### src/rtl/task_3_pkg.sv
// Shared types and helpers for the task_3 latency probe blocks.
//   state_e   : probe generator FSM states
//   lat_width : latency counter width, a whole number of payload-width units
package task_3_pkg;

    typedef enum logic [1:0] {
        StIdle,
        StProbe,
        StWait,
        StGap
    } state_e;

    // Latency counters are sized in units of the probe payload width.
    function automatic int unsigned lat_width(input int unsigned data_width,
                                              input int unsigned lat_size_in_width);
        return data_width * lat_size_in_width;
    endfunction

endpackage

### src/rtl/task_3_latency_probe_gen_if.sv
// Probe/response link between the latency probe generator and the DUT under measurement.
//   in_enb    : 1-cycle probe pulse towards the DUT
//   in_data   : probe payload (sequence number)
//   out_valid : DUT response level; its rising edge is the response
// master = probe generator side, slave = DUT side.
interface task_3_latency_probe_gen_if #(
    parameter int unsigned DATA_WIDTH = 8
) ();

    logic                  in_enb;
    logic [DATA_WIDTH-1:0] in_data;
    logic                  out_valid;

    modport master (
        output in_enb,
        output in_data,
        input  out_valid
    );

    modport slave (
        input  in_enb,
        input  in_data,
        output out_valid
    );

endinterface

### src/rtl/task_3_rise_det.sv
// Registered rising-edge detector.
//   clk_i  : clock
//   rst_ni : asynchronous active-low reset (history register cleared to 0)
//   d_i    : level input
//   rise_o : high in the cycle where d_i is 1 and was 0 in the previous cycle
module task_3_rise_det (
    input  logic clk_i,
    input  logic rst_ni,
    input  logic d_i,
    output logic rise_o
);

    logic d_q;

    always_ff @(posedge clk_i or negedge rst_ni) begin
        if (!rst_ni) begin
            d_q <= 1'b0;
        end else begin
            d_q <= d_i;
        end
    end

    assign rise_o = d_i & ~d_q;

endmodule

### src/rtl/task_3_latency_probe_gen.sv
// Latency probe generator: issues numbered probe pulses to a DUT, times each response
// (rising edge of out_valid) and tracks last/min/max latency plus a sticky timeout flag.
//   i_clk, i_rst_n     : clock, asynchronous active-low reset
//   i_start            : run start pulse (ignored while busy)
//   i_num_probes       : probes per run, sampled at start
//   i_gap              : idle cycles after each response/timeout, sampled at start
//   probe_if (master)  : in_enb / in_data out to the DUT, out_valid back
//   o_lat, o_lat_valid : last measured latency and its update pulse
//   o_lat_min/max      : extremes over the current run
//   o_busy, o_done     : run in progress / end-of-run pulse
//   o_timeout          : sticky, some probe of this run got no response
// Optional: define TASK_3_LATPROBE_ACC_EN to add o_lat_sum (sum of latencies) and
// o_resp_cnt (response count), both cleared at run start.
module task_3_latency_probe_gen
    import task_3_pkg::*;
#(
    parameter int unsigned DATA_WIDTH        = 8,
    parameter int unsigned LAT_SIZE_IN_WIDTH = 3,
    parameter int unsigned TIMEOUT           = 1000
) (
    input  logic                              i_clk,
    input  logic                              i_rst_n,
    input  logic                              i_start,
    input  logic [7:0]                        i_num_probes,
    input  logic [7:0]                        i_gap,
    task_3_latency_probe_gen_if.master        probe_if,
    output logic [lat_width(DATA_WIDTH, LAT_SIZE_IN_WIDTH)-1:0] o_lat,
    output logic                              o_lat_valid,
    output logic [lat_width(DATA_WIDTH, LAT_SIZE_IN_WIDTH)-1:0] o_lat_min,
    output logic [lat_width(DATA_WIDTH, LAT_SIZE_IN_WIDTH)-1:0] o_lat_max,
    output logic                              o_busy,
    output logic                              o_done,
    output logic                              o_timeout
`ifdef TASK_3_LATPROBE_ACC_EN
    ,
    output logic [lat_width(DATA_WIDTH, LAT_SIZE_IN_WIDTH)+7:0] o_lat_sum,
    output logic [7:0]                        o_resp_cnt
`endif
);

    localparam int unsigned LW = lat_width(DATA_WIDTH, LAT_SIZE_IN_WIDTH);
    localparam logic [LW-1:0] TimeoutLw = LW'(TIMEOUT);

    state_e                state_q, state_d;
    logic [LW-1:0]         cnt_q, cnt_d;
    logic [DATA_WIDTH-1:0] seq_q, seq_d;
    logic [DATA_WIDTH-1:0] data_q, data_d;
    logic [7:0]            remain_q, remain_d;
    logic [7:0]            gap_q, gap_d;
    logic [7:0]            gcnt_q, gcnt_d;
    logic [LW-1:0]         lat_q, lat_d;
    logic                  lat_valid_q, lat_valid_d;
    logic [LW-1:0]         min_q, min_d;
    logic [LW-1:0]         max_q, max_d;
    logic                  done_q, done_d;
    logic                  timeout_q, timeout_d;

    logic                  rise;
    logic [LW-1:0]         lat_inc;
    logic                  run_start;

    task_3_rise_det u_rise_det (
        .clk_i  (i_clk),
        .rst_ni (i_rst_n),
        .d_i    (probe_if.out_valid),
        .rise_o (rise)
    );

    // Latency if the response lands this cycle; saturates at all ones.
    assign lat_inc   = (cnt_q == '1) ? cnt_q : cnt_q + LW'(1);
    assign run_start = (state_q == StIdle) && i_start;

    always_comb begin
        state_d     = state_q;
        cnt_d       = cnt_q;
        seq_d       = seq_q;
        data_d      = data_q;
        remain_d    = remain_q;
        gap_d       = gap_q;
        gcnt_d      = gcnt_q;
        lat_d       = lat_q;
        lat_valid_d = 1'b0;
        min_d       = min_q;
        max_d       = max_q;
        done_d      = 1'b0;
        timeout_d   = timeout_q;

        unique case (state_q)
            StIdle: begin
                if (i_start) begin
                    min_d     = '1;
                    max_d     = '0;
                    timeout_d = 1'b0;
                    seq_d     = '0;
                    if (i_num_probes == 8'd0) begin
                        done_d = 1'b1;
                    end else begin
                        remain_d = i_num_probes;
                        gap_d    = i_gap;
                        data_d   = '0;
                        state_d  = StProbe;
                    end
                end
            end

            StProbe: begin
                cnt_d   = '0;
                state_d = StWait;
            end

            StWait: begin
                // A response on the timeout cycle itself still counts as a response.
                if (rise || (lat_inc >= TimeoutLw)) begin
                    if (rise) begin
                        lat_d       = lat_inc;
                        lat_valid_d = 1'b1;
                        if (lat_inc < min_q) min_d = lat_inc;
                        if (lat_inc > max_q) max_d = lat_inc;
                    end else begin
                        timeout_d = 1'b1;
                    end
                    seq_d    = seq_q + DATA_WIDTH'(1);
                    remain_d = remain_q - 8'd1;
                    gcnt_d   = '0;
                    state_d  = StGap;
                end else begin
                    cnt_d = lat_inc;
                end
            end

            StGap: begin
                // Stays max(1, gap) cycles: the GAP state itself is the minimum dead cycle.
                if (({1'b0, gcnt_q} + 9'd1) >= {1'b0, gap_q}) begin
                    if (remain_q != 8'd0) begin
                        data_d  = seq_q;
                        state_d = StProbe;
                    end else begin
                        done_d  = 1'b1;
                        state_d = StIdle;
                    end
                end else begin
                    gcnt_d = gcnt_q + 8'd1;
                end
            end

            default: state_d = StIdle;
        endcase
    end

    always_ff @(posedge i_clk or negedge i_rst_n) begin
        if (!i_rst_n) begin
            state_q     <= StIdle;
            cnt_q       <= '0;
            seq_q       <= '0;
            data_q      <= '0;
            remain_q    <= '0;
            gap_q       <= '0;
            gcnt_q      <= '0;
            lat_q       <= '0;
            lat_valid_q <= 1'b0;
            min_q       <= '1;
            max_q       <= '0;
            done_q      <= 1'b0;
            timeout_q   <= 1'b0;
        end else begin
            state_q     <= state_d;
            cnt_q       <= cnt_d;
            seq_q       <= seq_d;
            data_q      <= data_d;
            remain_q    <= remain_d;
            gap_q       <= gap_d;
            gcnt_q      <= gcnt_d;
            lat_q       <= lat_d;
            lat_valid_q <= lat_valid_d;
            min_q       <= min_d;
            max_q       <= max_d;
            done_q      <= done_d;
            timeout_q   <= timeout_d;
        end
    end

    // Probe pulse decoded from state so a reset drops it without waiting for a clock.
    assign probe_if.in_enb  = (state_q == StProbe);
    assign probe_if.in_data = data_q;

    assign o_lat       = lat_q;
    assign o_lat_valid = lat_valid_q;
    assign o_lat_min   = min_q;
    assign o_lat_max   = max_q;
    assign o_busy      = (state_q != StIdle);
    assign o_done      = done_q;
    assign o_timeout   = timeout_q;

`ifdef TASK_3_LATPROBE_ACC_EN
    logic [LW+7:0] sum_q, sum_d;
    logic [7:0]    resp_q, resp_d;

    always_comb begin
        sum_d  = sum_q;
        resp_d = resp_q;
        if (run_start) begin
            sum_d  = '0;
            resp_d = '0;
        end else if (lat_valid_d) begin
            sum_d  = sum_q + {8'd0, lat_inc};
            resp_d = resp_q + 8'd1;
        end
    end

    always_ff @(posedge i_clk or negedge i_rst_n) begin
        if (!i_rst_n) begin
            sum_q  <= '0;
            resp_q <= '0;
        end else begin
            sum_q  <= sum_d;
            resp_q <= resp_d;
        end
    end

    assign o_lat_sum  = sum_q;
    assign o_resp_cnt = resp_q;
`else
    // Accumulators not built; run_start only feeds them.
    logic unused_run_start;
    assign unused_run_start = run_start;
`endif

endmodule

### src/flat_wrapper.sv
// flat-port wrapper written by rule: the top's interface ports become plain ports
module task_3_latency_probe_gen_flat import task_3_pkg::*;
#(
    parameter int unsigned DATA_WIDTH        = 8,
    parameter int unsigned LAT_SIZE_IN_WIDTH = 3,
    parameter int unsigned TIMEOUT           = 1000
)
  (i_clk, i_rst_n, i_start, i_num_probes, i_gap, o_lat, o_lat_valid, o_lat_min, o_lat_max, o_busy, o_done, o_timeout, probe_if_in_enb, probe_if_in_data, probe_if_out_valid);
  task_3_latency_probe_gen_if #(.DATA_WIDTH(DATA_WIDTH)) probe_if_i ();
  input  logic i_clk;
  input  logic i_rst_n;
  input  logic i_start;
  input  logic [7:0] i_num_probes;
  input  logic [7:0] i_gap;
  output logic [lat_width(DATA_WIDTH, LAT_SIZE_IN_WIDTH)-1:0] o_lat;
  output logic o_lat_valid;
  output logic [lat_width(DATA_WIDTH, LAT_SIZE_IN_WIDTH)-1:0] o_lat_min;
  output logic [lat_width(DATA_WIDTH, LAT_SIZE_IN_WIDTH)-1:0] o_lat_max;
  output logic o_busy;
  output logic o_done;
  output logic o_timeout;
  output wire logic [$bits(probe_if_i.in_enb)-1:0] probe_if_in_enb;
  output wire logic [$bits(probe_if_i.in_data)-1:0] probe_if_in_data;
  input wire logic [$bits(probe_if_i.out_valid)-1:0] probe_if_out_valid;
  assign probe_if_in_enb = probe_if_i.in_enb;
  assign probe_if_in_data = probe_if_i.in_data;
  assign probe_if_i.out_valid = probe_if_out_valid;
  task_3_latency_probe_gen #(.DATA_WIDTH(DATA_WIDTH), .LAT_SIZE_IN_WIDTH(LAT_SIZE_IN_WIDTH), .TIMEOUT(TIMEOUT)) u_core (.i_clk(i_clk), .i_rst_n(i_rst_n), .i_start(i_start), .i_num_probes(i_num_probes), .i_gap(i_gap), .probe_if(probe_if_i), .o_lat(o_lat), .o_lat_valid(o_lat_valid), .o_lat_min(o_lat_min), .o_lat_max(o_lat_max), .o_busy(o_busy), .o_done(o_done), .o_timeout(o_timeout));
endmodule
### config.mk
export PLATFORM = sky130hd
export DESIGN_NAME = task_3_latency_probe_gen_flat
export DESIGN_NICKNAME = d
export VERILOG_FILES = /design/src/rtl/task_3_pkg.sv /design/src/rtl/task_3_latency_probe_gen_if.sv /design/src/rtl/task_3_rise_det.sv /design/src/rtl/task_3_latency_probe_gen.sv /design/src/flat_wrapper.sv
export SDC_FILE = /design/constraint.sdc
export NUM_CORES = 1
export LEC_CHECK = 0
export ABC_AREA = 0
export CAP_MARGIN = 25
export CORE_MARGIN = 2
export CORE_UTILIZATION = 52
export CTS_BUF_LIST = sky130_fd_sc_hd__clkbuf_16
export CTS_CLUSTER_DIAMETER = 150
export DETAILED_ROUTE_END_ITERATION = 16
export GPL_ROUTABILITY_DRIVEN = 0
export GPL_TIMING_DRIVEN = 0
export PLACE_DENSITY = 0.78
export SLEW_MARGIN = 20
export SYNTH_ARGS = -nofsm -noshare
export SYNTH_HDL_FRONTEND = slang
export SYNTH_HIERARCHICAL = 1
export SYNTH_SLANG_ARGS = --single-unit
### constraint.sdc
create_clock -name i_clk -period 4.1 [get_ports i_clk]
set_input_delay 0.41 -clock i_clk [delete_from_list [all_inputs] [get_ports i_clk]]
set_output_delay 0.41 -clock i_clk [all_outputs]
set_load 0.01 [all_outputs]
==> results of run 1 <==
## routing by layer
layer	global-route usage [%]	part of all wire, %
met1	39.16	41
met2	47.01	47
met3	6.794	8.9
met4	9.144	3.3
met5	0	0
## synth_stat cells (7+ instances only)
cell | n | area share (%)
dfrtp_1 | 118 | 33
o211ai_1 | 8 | 0.67
nand3_1 | 30 | 1.7
a21oi_1 | 34 | 1.9
and4_1 | 7 | 0.69
and2_1 | 17 | 1.2
mux2i_1 | 27 | 3.0
ha_1 | 58 | 8.1
o21ai_0 | 82 | 4.6
clkbuf_1 | 33 | 1.4
and3_1 | 8 | 0.56
nand2_1 | 129 | 5.4
nor3_1 | 19 | 1.1
a22o_1 | 8 | 0.78
a31oi_1 | 9 | 0.63
dfstp_2 | 24 | 7.1
mux2_2 | 14 | 1.8
nor2_1 | 53 | 2.2
mux2_4 | 16 | 2.7
nand4_1 | 19 | 1.3
xnor2_1 | 22 | 2.2
buf_4 | 8 | 0.67
inv_1 | 87 | 3.7
or3_1 | 7 | 0.49
nor2b_1 | 12 | 0.84
a31o_2 | 11 | 1.1
## worst max-delay path by stage
stage                                 endpoint  cells after the start             start  slack [ns]
after global placement         u_core/cnt_q[6]                      1           i_rst_n       -3.10
after floorplan           u_core/o_lat_min[10]                     17   u_core/cnt_q[3]        0.23
final                     u_core/o_lat_min[18]                     21   u_core/cnt_q[9]       -0.05
after detailed placement  u_core/o_lat_min[15]                     16   u_core/cnt_q[0]       -0.70
after global routing       u_core/o_lat_min[4]                     21  u_core/cnt_q[10]       -0.12
after CTS                  u_core/o_lat_min[2]                     19   u_core/cnt_q[1]       0.005
## logic make-up (layout without fill, tap and decap cells)
group	after synthesis	after routing	synth area share [%]
compound gates	205	205	15.13
buf+inv	138	316	6.409
flops	142	142	40.08
xor+xnor	31	31	3.484
mux	57	57	7.473
simple gates	341	341	19.20
fa+ha+maj	59	59	8.228
## power by group through the flow
| stage | registers, uW | logic [uW] | clock network (uW) |
|---|---|---|---|
| final | 2120 | 3250 | 1460 |
| after CTS | 2110 | 3080 | 1460 |
| after global placement | 2120 | 2820 | 0 |
| after global routing | 2160 | 3520 | 1540 |
| after floorplan | 2120 | 1840 | 0 |
| after detailed placement | 2120 | 2910 | 0 |
## worst max-delay path: stages, from the launching register on
cell and delay, ns:
dfrtp_1 0.33, buf_4 0.16, nand4_1 0.12, buf_6 0.16, nor4_4 0.30, buf_4 0.22, nand2_4 0.08, and3_4 0.20
xnor2_4 0.19, inv_2 0.09, ha_4 0.16, a21oi_1 0.16, nor2b_1 0.07, o21ai_1 0.13, nand2_1 0.07, a41o_1 0.25
a31o_2 0.21, o211a_1 0.28, a211oi_4 0.26, buf_6 0.18, clkbuf_16 0.16, mux2_4 0.29
## repair_timing
item | in CTS | in global routing
resized for setup | 34 | 71
setup buffers | 22 | 20
pin swaps | 12 | 21
setup endpoints to repair | 48 | 54
cloned | 1 | 1
endpoints found under the hold margin | 50 | 0
hold buffers | 1 | 0
## per-stage QoR
| step | cell area [um2] | setup WS (ns) | setup TNS, ns | cells |
|---|---|---|---|---|
| after CTS | 11170 | 0.004599 | 0 | 1350 |
| final | 11590 | -0.04647 | -0.5260 | 1371 |
| after global routing | 11590 | -0.1228 | -2.166 | 1371 |
| after floorplan | 8941 | 0.2317 | 0 | 973 |
| after global placement | 10250 | -3.101 | -421.67 | 1296 |
| after detailed placement | 10280 | -0.6966 | -27.50 | 1297 |
## flip-flops by register name (all words and copies together), names as in the netlist, 8 cells and up
name and count:
u_core/cnt_q 24, u_core/o_lat 24, u_core/o_lat_min 24, u_core/gap_q 8, u_core/seq_q 8, u_core/o_lat_max 24, u_core/remain_q 8, u_core/gcnt_q 8
u_core/probe_if.in_data 8
## layout make-up
class	instances	area, um2	area share (%)
Inverter	87	326.6	2.818
Timing Repair Buffer	149	1449	12.50
Buffer	48	276.5	2.386
Sequential cell	142	3596	31.03
Tap cell	220	275.3	2.376
Clock buffer	17	425.4	3.671
Clock inverter	15	122.6	1.058
Multi-Input combinational cell	693	5116	44.15
==> impl_metrics.env, run 1 <==
export IMPL_async_flop_share_pct=100.0
export IMPL_fill_cells=1245
export IMPL_holdPathStages=3
export IMPL_drive_gt1_share_pct=20.50
export IMPL_final_common_cell="nand2_1"
export IMPL_finalSetupViolCount=20
export IMPL_p_total_uw=6830
export IMPL_yosys_cell_types_count=77
export IMPL_max_cap_violations=0
export IMPL_dpl_hpwl_mm=18.02
export IMPL_p_clk_share_pct=21.3
export IMPL_critPathMaxFanout=7
export IMPL_ctsLongestPathBuffers=2
export IMPL_io_pins=105
export IMPL_cp_start_kind="register"
export IMPL_worstReg2RegEnd="u_core/o_lat_min[18]"
export IMPL_reg2reg_from="u_core/cnt_q[9]"
export IMPL_grt_max_degree=76
export IMPL_min_period_ns=4.146
export IMPL_synth_ff_type="dfrtp_1"
export IMPL_tightest_slew_ns=0.7967
export IMPL_finalNetCount=1216
export IMPL_violations="negative setup slack"
export IMPL_powerDensity_mw_per_mm2=589.5
export IMPL_drtPass1Iterations=6
export IMPL_core_area_mm2=0.01670
export IMPL_hold_viol_final=0
export IMPL_antenna_cells=0
export IMPL_skew_ns=0.009742
export IMPL_fp_row_count=47
export IMPL_whs_ns=0.4308
export IMPL_clock_root_buffer="clkbuf_16"
export IMPL_post_drt_wl_per_cell_um=19.68
export IMPL_hold_end="u_core/seq_q[2]"
export IMPL_grt_pass1_vias=7821
export IMPL_syn_avg_cell_area_um2=9.189
export IMPL_final_cell_mix="nand2_1 (127), dfrtp_1 (108), clkdlybuf4s50_1 (102)"
export IMPL_drc=0
export IMPL_initial_core_util_pct=53.54
export IMPL_portBuffers=103
export IMPL_clkTransAtPathRegs_ns=0.06
export IMPL_synth_cells=973
export IMPL_r2r_slack_ns=-0.05
export IMPL_combPwrFrac_pct=47.6
export IMPL_p_sw_uw=2707
export IMPL_syn_num_nets=1051
export IMPL_r2r_cells=21
export IMPL_peakVddDrop_uv=479.2
export IMPL_post_route_util_pct=69.38
export IMPL_avgViaCountPerCell=6.023
export IMPL_finalWirelength_mm=26.98
export IMPL_hp_start="i_start"
export IMPL_die_area_mm2=0.01826
export IMPL_cts_sinks=142
export IMPL_ys_seq_area_share_pct=40.08
export IMPL_fmax_mhz=241.2
export IMPL_critical_path_class="register to register"
export IMPL_cts_tree="done"
export IMPL_fp_dieH_um=135.1
export IMPL_cp_data_arrival_time_ns=4.50
export IMPL_syn_to_final_growth_pct=29.60
export IMPL_syn_area_mm2=0.008941
export IMPL_hold_path_class="primary input to register"
export IMPL_worstSkewPairLatency_ns=0.43
export IMPL_finalCritPeriodShare_pct=101.1
export IMPL_antenna_found_initial=0
export IMPL_grt_pass1_wl_mm=41.12
export IMPL_p_int_uw=4123
export IMPL_end_kind="register"
export IMPL_grt_overflow_total=0
export IMPL_synth_edf_count=0
export IMPL_leakagePower_uw=0.005218
export IMPL_vias=8257
export IMPL_slew_headroom_pct=46.48
export IMPL_synth_seq_cells=142
export IMPL_seqPwrFrac_pct=31.1
export IMPL_p_sw_share_pct=39.63
export IMPL_die_x_um=135.1
export IMPL_cts_buffers=17
export IMPL_ctsHtreeMaxLevel=4
export IMPL_status="complete, but fails checks"
export IMPL_worst_ep_required_time_ns=4.46
export IMPL_drtAntennaViolNets=0
export IMPL_drv_slew=0
export IMPL_yosys_warnings=6
export IMPL_drt_initial_drc_count=826
export IMPL_setup_ws_ns=-0.04647
export IMPL_track_usage_pct=29.14
(Power assumes the default switching activity.)
==> run 2, diff against run 1 <==
==> constraint.sdc (replaced) <==
create_clock -name i_clk -period 4.1 [get_ports i_clk]
set_input_delay 0.82 -clock i_clk [delete_from_list [all_inputs] [get_ports i_clk]]
set_output_delay 0.82 -clock i_clk [all_outputs]
set_load 0.01 [all_outputs]
==> impl_metrics.env, run 2 (synthesis results as in run 1) <==
export IMPL_worstSkewPairLatency_ns=0.43
export IMPL_whs_ns=0.3262
export IMPL_critPathMaxFanout=7
export IMPL_worst_ep_required_time_ns=4.46
export IMPL_finalWirelength_mm=27.00
export IMPL_hold_viol_final=0
export IMPL_fin_setup_tns_ns=-0.4247
export IMPL_hold_path_class="primary input to asynchronous set/reset pin"
export IMPL_crit_end="u_core/o_lat_min[18]"
export IMPL_max_cap_violations=0
export IMPL_ctsLongestPathBuffers=2
export IMPL_post_drt_wl_per_cell_um=19.71
export IMPL_dpl_hpwl_mm=18.02
export IMPL_grt_max_degree=76
export IMPL_cp_start_kind="register"
export IMPL_peakVddDrop_uv=480.6
export IMPL_drtAntennaViolNets=0
export IMPL_slew_headroom_pct=45.98
export IMPL_die_x_um=135.1
export IMPL_track_usage_pct=29.14
export IMPL_critPathLaunch="u_core/cnt_q[9]"
export IMPL_end_kind="register"
export IMPL_fp_row_count=47
export IMPL_syn_to_final_growth_pct=29.49
export IMPL_antenna_found_initial=0
export IMPL_initial_core_util_pct=53.54
export IMPL_final_common_cell="nand2_1"
export IMPL_tightest_slew_ns=0.8041
export IMPL_skew_ns=0.009997
export IMPL_clkTransAtPathRegs_ns=0.06
export IMPL_place_ws_ns=-0.6966
export IMPL_ctsHtreeMaxLevel=4
export IMPL_worstReg2RegEnd="u_core/o_lat_min[18]"
export IMPL_die_area_mm2=0.01826
export IMPL_fmax_mhz=241.4
export IMPL_grt_pass1_wl_mm=41.12
export IMPL_core_area_mm2=0.01670
export IMPL_min_period_ns=4.143
export IMPL_drt_initial_drc_count=797
export IMPL_fp_dieH_um=135.1
export IMPL_reg2reg_from="u_core/cnt_q[9]"
export IMPL_cts_tree="done"
export IMPL_r2r_slack_ns=-0.04
export IMPL_setup_ws_ns=-0.04336
export IMPL_drive_gt1_share_pct=20.52
export IMPL_io_pins=105
export IMPL_critical_path_class="register to register"
export IMPL_final_cell_mix="nand2_1 (127), dfrtp_1 (108), clkdlybuf4s50_1 (102)"
export IMPL_antenna_cells=0
export IMPL_cts_buffers=17
export IMPL_vias=8266
export IMPL_status="complete, but fails checks"
export IMPL_avgViaCountPerCell=6.034
export IMPL_powerDensity_mw_per_mm2=590.0
export IMPL_leakagePower_uw=0.005214
export IMPL_drv_slew=0
export IMPL_cp_data_arrival_time_ns=4.50
export IMPL_finalSetupViolCount=20
export IMPL_drc=0
export IMPL_clock_root_buffer="clkbuf_16"
export IMPL_grt_pass1_vias=7818
export IMPL_grt_overflow_total=0
export IMPL_drtPass1Iterations=6
export IMPL_r2r_cells=21
export IMPL_cts_hold_fix_buffers=0
export IMPL_cts_sinks=142
export IMPL_finalNetCount=1215
export IMPL_portBuffers=103
export IMPL_violations="negative setup slack"
export IMPL_finalCritPeriodShare_pct=101.1
[run 2: changes by cell type in the layout (fill, tap and decap cells not counted)]
cell           before  now
dlygate4sd3_1       1    0
[run 2: metrics by stage]
step | power, uW | instance area [um2] | utilization (%) | cells
final | 6831 | 11580 | 69.32 | 1370
after global routing | 7215 | 11580 | 69.32 | 1370
after CTS | 6647 | 11160 | 66.83 | 1349
after detailed placement | 5031 | 10280 | 61.55 | 1297
after global placement | 4936 | 10250 | 61.36 | 1296
after floorplan | 3955 | 8941 | - | 973
[run 2: worst min-delay path by stage]
stage | start | end | slack (ns)
6_report | i_rst_n | u_core/o_lat_max[15] | 0.33
5_1_grt | i_rst_n | u_core/o_lat_max[15] | 0.37
4_1_cts | i_rst_n | u_core/o_lat_max[11] | 0.37
3_3_place_gp | u_core/o_lat[18] | u_core/o_lat[18] | 0.47
2_1_floorplan | u_core/seq_q[6] | u_core/seq_q[6] | 0.47
3_5_place_dp | u_core/o_lat[3] | u_core/o_lat[3] | 0.47
[run 2: cell type report]
type                            count  area (um2)
Buffer                             48       276.5
Fill cell                        1245        5124
Multi-Input combinational cell    693        5116
Clock buffer                       17       425.4
Clock inverter                     15       122.6
Inverter                           87       326.6
Timing Repair Buffer              148        1439
Tap cell                          220       275.3
Sequential cell                   142        3596
[run 2: worst max-delay path, cell delays in order (launching register included)]
cell	delay, ns
dfrtp_1	0.33
buf_4	0.15
nand4_1	0.12
buf_6	0.16
nor4_4	0.30
buf_4	0.22
nand2_4	0.08
and3_4	0.20
xnor2_4	0.19
inv_2	0.09
ha_4	0.16
a21oi_1	0.16
nor2b_1	0.07
o21ai_1	0.13
nand2_1	0.07
a41o_1	0.25
a31o_2	0.22
o211a_1	0.27
a211oi_4	0.25
buf_6	0.18
clkbuf_16	0.17
mux2_4	0.29
[run 2: repair_timing]
action	CTS	global route
setup endpoints to repair	48	54
gates resized for setup	34	71
endpoints found under the hold margin	0	0
cloned	1	1
pin swaps	12	21
buffers inserted	22	20
[run 2: layer usage]
layer / share of wire, % / GRT usage (%) / up-vias
li1: - / - / 3765
met1: 41 / 39.16 / 3952
met2: 47 / 47.01 / 469
met3: 8.9 / 6.794 / 80
met4: 3.2 / 9.144 / 0
met5: 0 / 0 / -
[run 2: where the power goes]
group	switching, uW	leakage (uW)	internal, uW
sequential	315	0.00182	1810
clock	626	0.000266	829
combinational	1770	0.00312	1490
